`config.mk`:
```
export PLATFORM = sky130hd
export DESIGN_NAME = invader_grid_renderer_flat
export DESIGN_NICKNAME = d
export VERILOG_FILES = /design/src/rtl/invader_grid_renderer_pkg.sv /design/src/rtl/invader_grid_renderer_if.sv /design/src/rtl/invader_grid_renderer_sprite_rom.sv /design/src/rtl/invader_grid_renderer.sv /design/src/flat_wrapper.sv
export SDC_FILE = /design/constraint.sdc
export NUM_CORES = 1
export LEC_CHECK = 0
export ABC_AREA = 1
export CAP_MARGIN = 10
export CORE_UTILIZATION = 50
export DETAILED_ROUTE_END_ITERATION = 16
export GPL_ROUTABILITY_DRIVEN = 0
export HOLD_SLACK_MARGIN = 0.03
export PLACE_DENSITY = 0.88
export SLEW_MARGIN = 20
export SYNTH_ARGS = -nofsm -noshare
export SYNTH_HDL_FRONTEND = slang
export SYNTH_SLANG_ARGS = --single-unit
```
`constraint.sdc`:
```
create_clock -name clk -period 2.95 [get_ports clk]
set_input_delay 0.4425 -clock clk [delete_from_list [all_inputs] [get_ports clk]]
set_output_delay 0.4425 -clock clk [all_outputs]
set_load 0.01 [all_outputs]
```
`src/rtl/invader_grid_renderer_pkg.sv`:
```
// Shared constants and types for the invader grid renderer slice.
// Optional feature macro: INVADER_ANIM_EN (two-frame sprite animation).
package invader_pkg;

  localparam int H_VISIBLE   = 640;
  localparam int V_VISIBLE   = 480;
  localparam int CELL_W_LOG2 = 6;
  localparam int CELL_H_LOG2 = 5;
  localparam int SPR_W       = 16;
  localparam int SPR_H       = 8;

  localparam logic [7:0] COLOUR_WHITE = {3'h7, 3'h7, 2'h3};
  localparam logic [7:0] COLOUR_BLACK = 8'h00;

  typedef enum logic [1:0] {
    RIGHT  = 2'd0,
    LEFT   = 2'd1,
    LANDED = 2'd2
  } march_state_t;

endpackage

```
`src/rtl/invader_grid_renderer_if.sv`:
```
// Video-side bundle of the invader grid renderer: timing-generator inputs,
// alive mask, pixel/sync outputs and the grid state exported to game logic.
// The master side is whoever drives the pixel stream (timing generator / game).
interface invader_grid_renderer_if #(
  parameter int COLS = 8,
  parameter int ROWS = 5
);

  logic                   enable;
  logic [9:0]             hPos;
  logic [9:0]             vPos;
  logic                   hSync_in;
  logic                   vSync_in;
  logic [COLS*ROWS-1:0]   alive;

  logic [2:0]             red;
  logic [2:0]             green;
  logic [1:0]             blue;
  logic                   hSync;
  logic                   vSync;
  logic [9:0]             grid_x;
  logic [9:0]             grid_y;
  logic                   landed;

  modport master (
    output enable, hPos, vPos, hSync_in, vSync_in, alive,
    input  red, green, blue, hSync, vSync, grid_x, grid_y, landed
  );

  modport slave (
    input  enable, hPos, vPos, hSync_in, vSync_in, alive,
    output red, green, blue, hSync, vSync, grid_x, grid_y, landed
  );

endinterface

```
`src/rtl/invader_grid_renderer_sprite_rom.sv`:
```
// 16x8 invader sprite ROM, one row per lookup, bit 15 is the leftmost texel.
// With INVADER_ANIM_EN defined a second animation frame is selected by anim.
module invader_sprite_rom
  import invader_pkg::*;
(
  input  logic [2:0]       sy,
`ifdef INVADER_ANIM_EN
  input  logic             anim,
`endif
  output logic [SPR_W-1:0] row
);

  logic [SPR_W-1:0] frame0_row;

  // Frame 0 artwork (the only frame when animation is disabled)
  always_comb begin
    case (sy)
      3'd0:    frame0_row = 16'h83C1;
      3'd1:    frame0_row = 16'h1FF8;
      3'd2:    frame0_row = 16'h3FFC;
      3'd3:    frame0_row = 16'h6DB6;
      3'd4:    frame0_row = 16'hFFFF;
      3'd5:    frame0_row = 16'h2664;
      3'd6:    frame0_row = 16'h4812;
      default: frame0_row = 16'h8421;
    endcase
  end

`ifdef INVADER_ANIM_EN
  logic [SPR_W-1:0] frame1_row;

  // Frame 1 artwork, legs and arms in the alternate pose
  always_comb begin
    case (sy)
      3'd0:    frame1_row = 16'h03C0;
      3'd1:    frame1_row = 16'h9FF9;
      3'd2:    frame1_row = 16'hBFFD;
      3'd3:    frame1_row = 16'hEDB7;
      3'd4:    frame1_row = 16'h7FFE;
      3'd5:    frame1_row = 16'h1248;
      3'd6:    frame1_row = 16'h2424;
      default: frame1_row = 16'h4002;
    endcase
  end

  assign row = anim ? frame1_row : frame0_row;
`else
  assign row = frame0_row;
`endif

endmodule

```
`src/rtl/invader_grid_renderer.sv`:
```
// Invader grid renderer: two-stage pixel pipeline behind the VGA timing
// generator, matching sync delay, per-frame tick detector and march FSM.
// Optional feature macro: INVADER_ANIM_EN (sprite frame toggles each march step).
module invader_grid_renderer
  import invader_pkg::*;
#(
  parameter int COLS         = 8,
  parameter int ROWS         = 5,
  parameter int X_START      = 64,
  parameter int Y_START      = 48,
  parameter int STEP_X       = 8,
  parameter int STEP_Y       = 16,
  parameter int MARCH_FRAMES = 30,
  parameter int LAND_Y       = 440
) (
  input logic                    clk,
  input logic                    reset,
  invader_grid_renderer_if.slave vid
);

  localparam int GRID_W = COLS << CELL_W_LOG2;
  localparam int GRID_H = ROWS << CELL_H_LOG2;
  localparam int IDX_W  = $clog2(COLS * ROWS);

  // Grid / march state
  march_state_t state, state_nxt;
  logic [9:0]   grid_x, grid_x_nxt;
  logic [9:0]   grid_y, grid_y_nxt;
  logic [5:0]   frame_cnt, frame_cnt_nxt;
  logic [9:0]   prev_vpos;
  logic         frame_tick;
`ifdef INVADER_ANIM_EN
  logic         anim, anim_nxt;
`endif

  // Stage 1 combinational geometry and registers
  logic [10:0]  rx, ry;
  logic         in_grid_c, visible_c;
  logic [2:0]   s1_col, s1_row;
  logic [4:0]   s1_sx;
  logic [3:0]   s1_sy;
  logic         s1_in_grid, s1_visible;

  // Stage 2 lookup and output registers
  logic [IDX_W-1:0] alive_idx;
  logic [SPR_W-1:0] sprite_row;
  logic             pix;
  logic [7:0]       rgb;
  logic             hs_d1, hs_d2, vs_d1, vs_d2;

  invader_sprite_rom u_rom (
    .sy   (s1_sy[2:0]),
`ifdef INVADER_ANIM_EN
    .anim (anim),
`endif
    .row  (sprite_row)
  );

  // Offset of the incoming pixel from the grid origin, in 11 bits so sums never wrap
  always_comb begin
    rx        = {1'b0, vid.hPos} - {1'b0, grid_x};
    ry        = {1'b0, vid.vPos} - {1'b0, grid_y};
    in_grid_c = ({1'b0, vid.hPos} >= {1'b0, grid_x}) && (rx < 11'(GRID_W)) &&
                ({1'b0, vid.vPos} >= {1'b0, grid_y}) && (ry < 11'(GRID_H));
    visible_c = (vid.hPos < 10'(H_VISIBLE)) && (vid.vPos < 10'(V_VISIBLE));
  end

  // Texel lookup for the registered cell position; sprite sits doubled at the cell top-left
  always_comb begin
    alive_idx = IDX_W'(s1_row) * IDX_W'(COLS) + IDX_W'(s1_col);
    pix       = s1_in_grid && s1_visible &&
                (s1_sx < 5'(SPR_W)) && (s1_sy < 4'(SPR_H)) &&
                vid.alive[alive_idx] &&
                sprite_row[4'(SPR_W - 1) - s1_sx[3:0]];
  end

  // Pixel pipeline and sync delay line, both advancing one stage per enable
  always_ff @(posedge clk) begin
    if (reset) begin
      s1_col     <= '0;
      s1_row     <= '0;
      s1_sx      <= '0;
      s1_sy      <= '0;
      s1_in_grid <= 1'b0;
      s1_visible <= 1'b0;
      rgb        <= COLOUR_BLACK;
      hs_d1      <= 1'b0;
      hs_d2      <= 1'b0;
      vs_d1      <= 1'b0;
      vs_d2      <= 1'b0;
    end else if (vid.enable) begin
      s1_col     <= rx[8:6];
      s1_row     <= ry[7:5];
      s1_sx      <= rx[5:1];
      s1_sy      <= ry[4:1];
      s1_in_grid <= in_grid_c;
      s1_visible <= visible_c;
      rgb        <= pix ? COLOUR_WHITE : COLOUR_BLACK;
      hs_d1      <= vid.hSync_in;
      hs_d2      <= hs_d1;
      vs_d1      <= vid.vSync_in;
      vs_d2      <= vs_d1;
    end
  end

  // Previous enabled vPos, used to spot the single transition into line 480
  always_ff @(posedge clk) begin
    if (reset) begin
      prev_vpos <= '0;
    end else if (vid.enable) begin
      prev_vpos <= vid.vPos;
    end
  end

  assign frame_tick = vid.enable && (vid.vPos == 10'(V_VISIBLE)) &&
                      (prev_vpos != 10'(V_VISIBLE));

  // March state register; the grid only moves on frame_tick, so never mid-frame
  always_ff @(posedge clk) begin
    if (reset) begin
      state     <= RIGHT;
      grid_x    <= 10'(X_START);
      grid_y    <= 10'(Y_START);
      frame_cnt <= '0;
`ifdef INVADER_ANIM_EN
      anim      <= 1'b0;
`endif
    end else begin
      state     <= state_nxt;
      grid_x    <= grid_x_nxt;
      grid_y    <= grid_y_nxt;
      frame_cnt <= frame_cnt_nxt;
`ifdef INVADER_ANIM_EN
      anim      <= anim_nxt;
`endif
    end
  end

  // Next march step: count frames, then move sideways or descend and reverse
  always_comb begin
    state_nxt     = state;
    grid_x_nxt    = grid_x;
    grid_y_nxt    = grid_y;
    frame_cnt_nxt = frame_cnt;
`ifdef INVADER_ANIM_EN
    anim_nxt      = anim;
`endif
    if (frame_tick) begin
      if (frame_cnt == 6'(MARCH_FRAMES - 1)) begin
        frame_cnt_nxt = '0;
        case (state)
          RIGHT: begin
            if (({1'b0, grid_x} + 11'(GRID_W + STEP_X)) > 11'(H_VISIBLE)) begin
              grid_y_nxt = grid_y + 10'(STEP_Y);
              state_nxt  = LEFT;
            end else begin
              grid_x_nxt = grid_x + 10'(STEP_X);
            end
          end
          LEFT: begin
            if ({1'b0, grid_x} < 11'(STEP_X)) begin
              grid_y_nxt = grid_y + 10'(STEP_Y);
              state_nxt  = RIGHT;
            end else begin
              grid_x_nxt = grid_x - 10'(STEP_X);
            end
          end
          default: ;
        endcase
        if (state != LANDED) begin
`ifdef INVADER_ANIM_EN
          anim_nxt = ~anim;
`endif
          if (({1'b0, grid_y_nxt} + 11'(GRID_H)) >= 11'(LAND_Y)) begin
            state_nxt = LANDED;
          end
        end
      end else begin
        frame_cnt_nxt = frame_cnt + 6'd1;
      end
    end
  end

  assign vid.red    = rgb[7:5];
  assign vid.green  = rgb[4:2];
  assign vid.blue   = rgb[1:0];
  assign vid.hSync  = hs_d2;
  assign vid.vSync  = vs_d2;
  assign vid.grid_x = grid_x;
  assign vid.grid_y = grid_y;
  assign vid.landed = (state == LANDED);

endmodule

```
`src/flat_wrapper.sv`:
```
// flat-port wrapper written by rule: the top's interface ports become plain ports
module invader_grid_renderer_flat import invader_pkg::*;
#(
  parameter int COLS         = 8,
  parameter int ROWS         = 5,
  parameter int X_START      = 64,
  parameter int Y_START      = 48,
  parameter int STEP_X       = 8,
  parameter int STEP_Y       = 16,
  parameter int MARCH_FRAMES = 30,
  parameter int LAND_Y       = 440
)
  (clk, reset, vid_enable, vid_hPos, vid_vPos, vid_hSync_in, vid_vSync_in, vid_alive, vid_red, vid_green, vid_blue, vid_hSync, vid_vSync, vid_grid_x, vid_grid_y, vid_landed);
  invader_grid_renderer_if #(.COLS(COLS), .ROWS(ROWS)) vid_i ();
  input logic clk;
  input logic reset;
  input wire logic [$bits(vid_i.enable)-1:0] vid_enable;
  input wire logic [$bits(vid_i.hPos)-1:0] vid_hPos;
  input wire logic [$bits(vid_i.vPos)-1:0] vid_vPos;
  input wire logic [$bits(vid_i.hSync_in)-1:0] vid_hSync_in;
  input wire logic [$bits(vid_i.vSync_in)-1:0] vid_vSync_in;
  input wire logic [$bits(vid_i.alive)-1:0] vid_alive;
  output wire logic [$bits(vid_i.red)-1:0] vid_red;
  output wire logic [$bits(vid_i.green)-1:0] vid_green;
  output wire logic [$bits(vid_i.blue)-1:0] vid_blue;
  output wire logic [$bits(vid_i.hSync)-1:0] vid_hSync;
  output wire logic [$bits(vid_i.vSync)-1:0] vid_vSync;
  output wire logic [$bits(vid_i.grid_x)-1:0] vid_grid_x;
  output wire logic [$bits(vid_i.grid_y)-1:0] vid_grid_y;
  output wire logic [$bits(vid_i.landed)-1:0] vid_landed;
  assign vid_i.enable = vid_enable;
  assign vid_i.hPos = vid_hPos;
  assign vid_i.vPos = vid_vPos;
  assign vid_i.hSync_in = vid_hSync_in;
  assign vid_i.vSync_in = vid_vSync_in;
  assign vid_i.alive = vid_alive;
  assign vid_red = vid_i.red;
  assign vid_green = vid_i.green;
  assign vid_blue = vid_i.blue;
  assign vid_hSync = vid_i.hSync;
  assign vid_vSync = vid_i.vSync;
  assign vid_grid_x = vid_i.grid_x;
  assign vid_grid_y = vid_i.grid_y;
  assign vid_landed = vid_i.landed;
  invader_grid_renderer #(.COLS(COLS), .ROWS(ROWS), .X_START(X_START), .Y_START(Y_START), .STEP_X(STEP_X), .STEP_Y(STEP_Y), .MARCH_FRAMES(MARCH_FRAMES), .LAND_Y(LAND_Y)) u_core (.clk(clk), .reset(reset), .vid(vid_i));
endmodule
```
==> Yosys cells after proc, flatten, opt, wreduce, memory -nomap -nowiden <==
Cells that the tools add are included.
{ "op_classes": {"addsub": 10, "magnitude_cmp": 13, "n_eq_ne": 14, "n_mux": 20, "reduce_logical": 16} }
{ "op_table": {"columns": ["cell", "n"], "rows": [
  ["16-bit case mux with 7 select lines", 1],
  ["10-bit two-way mux", 6],
  ["10-bit case mux with 2 select lines", 2],
  ["10-bit by 10-bit subtractor with 11-bit output", 2],
  ["10-bit >= comparator", 2],
  ["10-bit by 10-bit adder with 11-bit output, second input constant", 1],
  ["10-bit by 8-bit adder with 11-bit output, second input constant", 1],
  ["11-bit by 9-bit >= comparator with 1-bit output, second input constant", 1],
  ["11-bit by 10-bit > comparator with 1-bit output, second input constant", 1],
  ["1-bit logical AND", 11],
  ["11-bit by 10-bit < comparator with 1-bit output, second input constant", 1],
  ["11-bit by 8-bit < comparator with 1-bit output, second input constant", 1],
  ["10-bit by 4-bit adder with 10-bit output, second input constant", 1],
  ["10-bit by 5-bit adder with 10-bit output, second input constant", 1],
  ["10-bit by 9-bit equality test with 1-bit output, second input constant", 1],
  ["10-bit < comparator, second input constant", 1],
  ["10-bit by 4-bit < comparator with 1-bit output, second input constant", 1],
  ["10-bit by 9-bit < comparator with 1-bit output, second input constant", 1],
  ["10-bit by 9-bit != test with 1-bit output, second input constant", 1],
  ["10-bit by 4-bit subtractor with 10-bit output, second input constant", 1],
  ["3-bit equality test, second input constant", 3],
  ["2-bit two-way mux", 4],
  ["8-bit two-way mux", 1],
  ["6-bit by 7-bit < comparator with 1-bit output, second input constant", 1],
  ["other kinds (22)", 26]
]} }
{ "word_totals": {"ff_bits": 67, "inputBits": 65, "output_inout_bits": 31, "wordCells": 89} }

==> Longest topological paths before layout <==
{ "logic_depth": {"depth_word": 10, "ltp_mapped": 22, "ltp_nobuf": 22} }

==> By module <==
A second synthesis with hierarchy kept.
{ "unflattened": {"hier_cells": 575, "hier_area_um2": 3848.7} }
{ "by_module_without_submodules": {"columns": ["mod", "n_inst", "cells_per_inst", "area_per_inst_um2", "seq_area_each_um2"], "rows": [
  ["invader_grid_renderer", 1, 547, 3698.5, 1001.0],
  ["invader_sprite_rom", 1, 28, 150.1, 0.0]
]} }

==> Least setup slack after synthesis <==
OpenSTA, ideal clock, no wires.
{ "synth_timing": {"path_kind": "register to register", "start": "register u_core.grid_x[4] (netlist: u_core.vid.grid_x[4])", "end": "register u_core.state[1]", "setup_ns": 0.112, "t_arrival_ns": 2.185, "required_ns": 2.838, "path_slack_ns": 0.653, "path_stages_with_launch": 22, "path_buffers": 0, "period_less_slack_ns": 2.297, "cell_sequence": "dfxtp_1 > ha_1 > nand2_1 > inv_2 > nand2_1 > nand2_2 > nand2_2 > nand2_2 > nand2_4 > nand2_4 > nand2_1 > nand3_1 > nand2_2 > ha_1 > inv_1 > nand3_1 > nand2_1 > nand2_1 > nand2_1 > nand2_2 > nand2_1 > nand2_1"} }
{ "synth_between": {"elab_chain_len": 10, "word_cells_on_any_way": 15, "cone_classes": "add/sub (2); order compare (3); mux (10)"} }
{ "synth_rtl": {"columns": ["element", "line_no", "rtl"], "rows": [
  ["start, declared", "invader_grid_renderer.sv:27", "logic [9:0] grid_x, grid_x_nxt;"],
  ["start signal, assigned", "invader_grid_renderer.sv:122", "grid_x <= 10'(X_START);"],
  ["start signal, assigned", "invader_grid_renderer.sv:130", "grid_x <= grid_x_nxt;"],
  ["10-bit by 10-bit adder with 11-bit output", "invader_grid_renderer.sv:153", "if (({1'b0, grid_x} + 11'(GRID_W + STEP_X)) > 11'(H_VISIBLE)) begin"],
  ["11-bit by 10-bit > comparator with 1-bit output", "invader_grid_renderer.sv:153", null],
  ["10-bit two-way mux", "invader_grid_renderer.sv:153", null],
  ["10-bit case mux with 2 select lines", "invader_grid_renderer.sv:151", "case (state)"],
  ["10-bit two-way mux", "invader_grid_renderer.sv:149", "if (frame_cnt == 6'(MARCH_FRAMES - 1)) begin"],
  ["10-bit two-way mux", "invader_grid_renderer.sv:148", "if (frame_tick) begin"],
  ["10-bit by 8-bit adder with 11-bit output", "invader_grid_renderer.sv:174", "if (({1'b0, grid_y_nxt} + 11'(GRID_H)) >= 11'(LAND_Y)) begin"],
  ["11-bit by 9-bit >= comparator with 1-bit output", "invader_grid_renderer.sv:174", null],
  ["2-bit two-way mux", "invader_grid_renderer.sv:174", null],
  ["2-bit two-way mux (*)", "invader_grid_renderer.sv:170", "if (state != LANDED) begin"],
  ["end signal, assigned", "invader_grid_renderer.sv:129", "state <= state_nxt;"],
  ["end, declared", "invader_grid_renderer.sv:26", "march_state_t state, state_nxt;"]
]} }
Mark *: on every way between the ends. The rest lies on a longest branch, timed or not. The select of a mux whose other input is x is not followed.
A chain may end at the register's enable or synchronous reset.

==> Worst setup path in the final report <==
Same ends and word-level chain as after synthesis.

==> metrics.md <==
| Metric | Value |
|---|---|
| Status | `complete, no violations` |
| Relative slew slack | `between 60% and 70%` |
| Critical R2R Launch | `u_core.vid.grid_x[4]$_SDFFE_PP0P_` |
| Post-route ant nets | `0` |
| TNS Setup | `0 ps` |
| Total power | `approximately 0.0016 W` |
| PortBufs | `a little under 90` |
| Placed Area | `between 4000 and 5000 µm²` |
| Clk_skew | `14.4 ps` |
| Effective utilization at floorplan | `~53%` |
| HPWL after detailed placement | `between 7000 and 8000 µm` |
| Antenna Cells | `0` |
| Largest net degree at the start of global routing | `33` |
| CP endpoint kind | `register` |
| Number of flops mapped to enable cells by yosys | `0` |
| Final setup fails | `0` |
| Vias | `~4.2k` |
| Clk buf depth | `2` |
| HP Start | `u_core.s1_in_grid$_SDFFE_PP0P_` |
| CTS tree | `done` |
| Leak Pwr | `approximately 2.1 nW` |
| Switching power | `between 0.0004 and 0.0005 W` |
| Cts hold-fix bufs | `0` |
| Initial antenna violation count | `0` |
| Gr usage total | `around a quarter` |
| Share of layout cells above drive strength 1 | `between 8 and 9%` |
| Most frequent cells in the layout | `nand2_1 (88), clkdlybuf4s50_1 (87), nor2_1 (72)` |
| Die width | `90.1 µm` |
| Hold endpoint | `u_core.s1_in_grid$_SDFFE_PP0P_` |
| CP Launch Type | `register` |
| Syn Area/Cell | `about 6.6 µm²` |
| Int Pwr | `approximately 0.0011 W` |
| Routed length per instance | `approximately 13 µm` |
| MaxCap Viol Count | `0` |
| FF+latch count, synth | `50` |
| Fmax | `387 MHz` |
| First-pass DRT Iterations | `5` |
| Final Cell Area | `approximately 4900 µm²` |
| Hold Path Cell Cnt | `2` |
| Placed Cells | `between 700 and 800` |
| Crit path DAT | `approximately 2800 ps` |
| RSZ-0062 raised after global routing | `no` |
| H-tree depth | `2` |
| Seq pwr share | `46.1%` |
| Synthesis warning total | `0` |
| R2R setup slack | `~370 ps` |
| Final instance count without filler cells | `around 760` |
| Ys flop type | `dfxtp_1` |
| Final Hold Viols | `0` |
| Die Span Y | `90.1 µm` |
| Vias per cell | `5.54` |
| Worst r2r dst | `u_core.state[1]$_SDFFE_PP0P_` |
| Grt ovf | `0` |
| CTS Buf Count | `5` |
| Final-report max-slew violation count | `0` |
| Num ports | `between 90 and 100` |
| Cell count after synthesis | `roughly 600` |
| Core Rows | `31` |
| Clock slew at reported path FFs | `100 ps` |
| Worst R2R Path Depth | `21` |
| Layout fillers | `around 630` |
| Post-route DRC | `0` |
| Max VDD drop | `about 0.31 mV` |
| Worst slew pin tran | `between 500 and 600 ps` |
| Clock Latency Late Sink | `around 310 ps` |
| Clock share of power | `between 30% and 40%` |
| Setup bufs post-CTS | `0` |
| HP Class | `reg2reg` |
| Final #Nets | `about 750` |
| CTS Root Cell | `clkbuf_8` |
| Post-route clock period utilization | `87.5%` |
| Vias in the first global route | `3,996` |
| Max FO, Critical Path | `9` |
| Initial DRC count | `270` |
| Synth async-reset ratio | `0%` |
| Pwr dens | `approximately 320 nW/µm²` |
| Mapped cell area | `between 3000 and 4000 µm²` |
| Register area share after synthesis | `between 20% and 30%` |
| Area growth syn-to-layout | `25.4%` |
| Crit Path Class | `reg2reg` |
| Die Footprint | `roughly 8100 µm²` |
| CTS Sinks | `50` |
| Distinct cells, synth | `48` |
| Post-Route WL | `about 10,000 µm` |
| Final min period | `2580 ps` |
| WP data required | `3160 ps` |
| Sw Share | `27.3%` |
| Core Box Area | `between 7000 and 8000 µm²` |
| First-pass GRT wire length | `~17,000 µm` |
| Post-CTS Resized | `0` |
| Commonest non-fill, non-tap cell in the layout | `nand2_1` |
| Combinational Power Share | `approximately a fifth` |
==> registers in the layout, indices dropped and copies added (netlist names), named ones only <==
| signal | cells |
|---|---|
| u_core.frame_cnt | 6 |
| u_core.hs_d1 | 1 |
| u_core.prev_vpos | 10 |
| u_core.rgb | 1 |
| u_core.s1_col | 3 |
| u_core.s1_in_grid | 1 |
| u_core.s1_row | 3 |
| u_core.s1_sx | 5 |
| u_core.s1_sy | 1 |
| u_core.s1_visible | 1 |
| u_core.state | 2 |
| u_core.vid.grid_x | 7 |
| u_core.vid.grid_y | 5 |
| u_core.vid.hSync | 1 |
| u_core.vid.vSync | 1 |
| u_core.vs_d1 | 1 |
==> synthesized netlist by cell type (5+ instances only) <==
cell / count / area share (%)
a211oi_1: 6 / 1.2
a21oi_1: 43 / 5.5
buf_4: 16 / 3.1
clkbuf_1: 15 / 1.5
dfxtp_1: 50 / 26
ha_1: 22 / 7.1
inv_1: 58 / 5.6
inv_2: 8 / 0.77
nand2_1: 88 / 8.5
nand2_2: 16 / 2.6
nand3_1: 30 / 3.9
nand3_2: 5 / 1.3
nand4_1: 6 / 0.97
nor2_1: 72 / 7.0
nor2_2: 6 / 0.97
nor3_1: 8 / 1.0
o211ai_1: 6 / 1.2
o21ai_0: 66 / 8.5
o21ai_1: 6 / 0.77
o22ai_1: 10 / 1.6
xor2_1: 7 / 1.6
==> worst max-delay path, stage by stage, from the launching register on <==
cell and delay (ps):
dfxtp_1 560, ha_1 270, nand2_1 100, inv_2 110, nand2_1 70, nand2_2 100, nand2_2 60, nand2_2 70
nand2_4 80, nand3_1 90, nand3_1 90, nand2_2 120, ha_1 190, inv_1 70, nand3_1 80, nand2_1 70
nor2_1 90, nand2_1 60, nand2_1 60, nand2_2 60, nand2_1 60, nand2_1 40
==> stage by stage <==
| stage | hold slack [ps] | worst slack [ps] | util, % |
|---|---|---|---|
| 2_1_floorplan | 445 | 653 | - |
| 3_3_place_gp | 460 | 317 | 64.4 |
| 3_5_place_dp | 459 | 261 | 64.4 |
| 4_1_cts | 473 | 393 | 66.0 |
| 5_1_grt | 509 | 75.4 | 66.0 |
| 6_report | 479 | 368 | 66.0 |
==> power groups by stage <==
stage	clock, W	combinational [W]	sequential [W]
6_report	0.000520	0.000325	0.000724
3_3_place_gp	0	0.000311	0.000737
4_1_cts	0.000527	0.000324	0.000723
5_1_grt	0.000551	0.000364	0.000728
2_1_floorplan	0	0.000193	0.000732
3_5_place_dp	0	0.000321	0.000739
==> per-layer routing <==
layer	share of wire (%)	vias up	GRT usage, %
met3	7.7	18	4.57
met2	49	169	43.9
met4	1.9	0	8.33
met1	42	1905	29.9
met5	0	-	0
li1	-	2099	-
==> how the worst max path moves through the flow <==
stage / from / endpoint / cells past startpoint
after floorplan: u_core.vid.grid_x[4]$_SDFFE_PP0P_ / u_core.state[1]$_SDFFE_PP0P_ / 21
after global placement: vid_vPos[5] / u_core.vid.grid_x[9]$_SDFFE_PP0P_ / 12
after detailed placement: vid_vPos[5] / u_core.vid.grid_x[9]$_SDFFE_PP0P_ / 12
after CTS: u_core.vid.grid_x[4]$_SDFFE_PP0P_ / u_core.state[1]$_SDFFE_PP0P_ / 21
after global routing: u_core.vid.grid_x[4]$_SDFFE_PP0P_ / u_core.state[1]$_SDFFE_PP0P_ / 21
final: u_core.vid.grid_x[4]$_SDFFE_PP0P_ / u_core.state[1]$_SDFFE_PP0P_ / 21
==> area by class of cell <==
class	instances	area, µm²	area share, %
flip-flops and latches	50	1000	20.6
multi-input cells	441	2460	50.5
clock buffers	6	82.6	1.70
well taps	99	124	2.55
repair buffers	92	908	18.7
clock inverters	2	38.8	0.797
inverters	67	251	5.17
==> logic make-up (layout without fill, tap and decap cells) <==
family / Yosys count / count (layout) / synth area share [%]
and+or+nand+nor: 242 / 242 / 29.1
AOI/OAI and AO/OA: 157 / 157 / 23.0
buffers and inverters: 101 / 167 / 11.4
DFF: 50 / 50 / 25.8
adders and majority gates: 24 / 24 / 8.13
xor gates and xnor gates: 11 / 11 / 2.48
other: 1 / 7 / 0.0967
(Power assumes the default switching activity.)
==> patch (same flow settings) <==
Compare `frame_cnt` against `6'(MARCH_FRAMES - 1)` with >= in place of ==.
--- a/src/rtl/invader_grid_renderer.sv
+++ b/src/rtl/invader_grid_renderer.sv
@@ -148,3 +148,3 @@
     if (frame_tick) begin
-      if (frame_cnt == 6'(MARCH_FRAMES - 1)) begin
+      if (frame_cnt >= 6'(MARCH_FRAMES - 1)) begin
         frame_cnt_nxt = '0;
Check against the original RTL: same outputs for any inputs over 10 cycles, from zero or initial values and one cycle with reset high; that may be too few to reach the edited logic, so the function may still have changed.
==> patch against the unedited design <==
Power is 4.4% lower. Final cell count is 0.53% higher. Area after synthesis is 1.2% higher. Critical endpoint unchanged. Critical path depth is 1 higher. Count of clock-buffer cells in the layout stayed put. Setup slack worse by 140 ps. Sequential cell count stayed put. Worst hold slack worse by 1.1 ps. Clock skew is 4.5 ps lower. Final area is 0.80% higher. Via count is 0.64% higher. Non-clock buffer count is 2 higher. Wire length is 2.6% higher.
==> patch: results (changes against the unedited design) <==
* Leading post-synthesis cells by cell area: dfxtp_1, o21ai_0, nand2_1
* Hold Path End: u_core.frame_cnt[4]
* Skew final at 9.94 ps (-4.50 ps)
* Switch share at 29.5% (+2.2 points)
* Synth Area in Compound Gates at 22.8% (-0.25 points)
* Initial DRC count at 211 (-22%)
* Register area share after synthesis at 25.5% (-0.31 points)
* Final worst path period need at 2720 ps (+136 ps)
* Flop-to-flop setup slack at 230 ps (-140 ps)
* WL per Instance at 13.6 um (+2.0%)
* Total Routing Usage GR at 26.2% (+1.4 points)
* Worst r2r src: u_core.vid.grid_x[3]
* Seq. pwr at 0.000725 W (about the same)
* Vias in the first global route at 4049 (+1.3%)
* Final #Nets at 751 (+0.67%)
* Routed wl met2 at 4990 um (+1.3%)
* Outcome: finished clean
* Logic power comb at 0.000329 W (+1%)
* M1 GR Usage at 31.2% (+1.3 points)
* Max rail drop VDD at 0.209 mV (-33%)
* Cell variety after synth at 43 (-10%)
* Area share of xor/xnor cells in the synthesized design at 2.45% (-0.030 points)
* Post-Synth Adder-Cell Area at 8.35% (+0.22 points)
* Mean post-synth cell area at 6.68 um^2 (+0.88%)
* Global-route wire length before repair at 17900 um (+4.7%)
* Comb power frac at 21.9% (+1.2 points)
* Post-Route M1 WL at 4410 um (+4.8%)
* DP Worst Slack at 259 ps (-2.42 ps)
* Post-Route WL at 10400 um (+2.6%)
## patch: cell count changes after synthesis, moves of 4 or more
| cell | unedited run | this run |
|---|---|---|
| nand2_1 | 88 | 77 |
| inv_1 | 58 | 65 |
| a21oi_1 | 43 | 47 |
| nor3_1 | 8 | 4 |
## patch: layout make-up
class	count	area, um^2
timing repair buffer	94	923
inverter	73	277
clock inverter	2	17.5
fill	640	2500
sequential	50	1000
clock buffer	6	82.6
tap	99	124
multi-input combinational	437	2480
## patch: worst max path at each step
| stage | start | end | cells after the start |
|---|---|---|---|
| final | u_core.vid.grid_x[3] | u_core.state[1] | 22 |
| after floorplan | u_core.vid.grid_x[4] | u_core.state[1] | 22 |
| after detailed placement | vid_vPos[5] | u_core.vid.grid_y[6] | 10 |
| after CTS | u_core.vid.grid_x[3] | u_core.state[1] | 22 |
| after global routing | u_core.vid.grid_x[3] | u_core.state[1] | 22 |
| after global placement | vid_vPos[5] | u_core.vid.grid_y[9] | 10 |
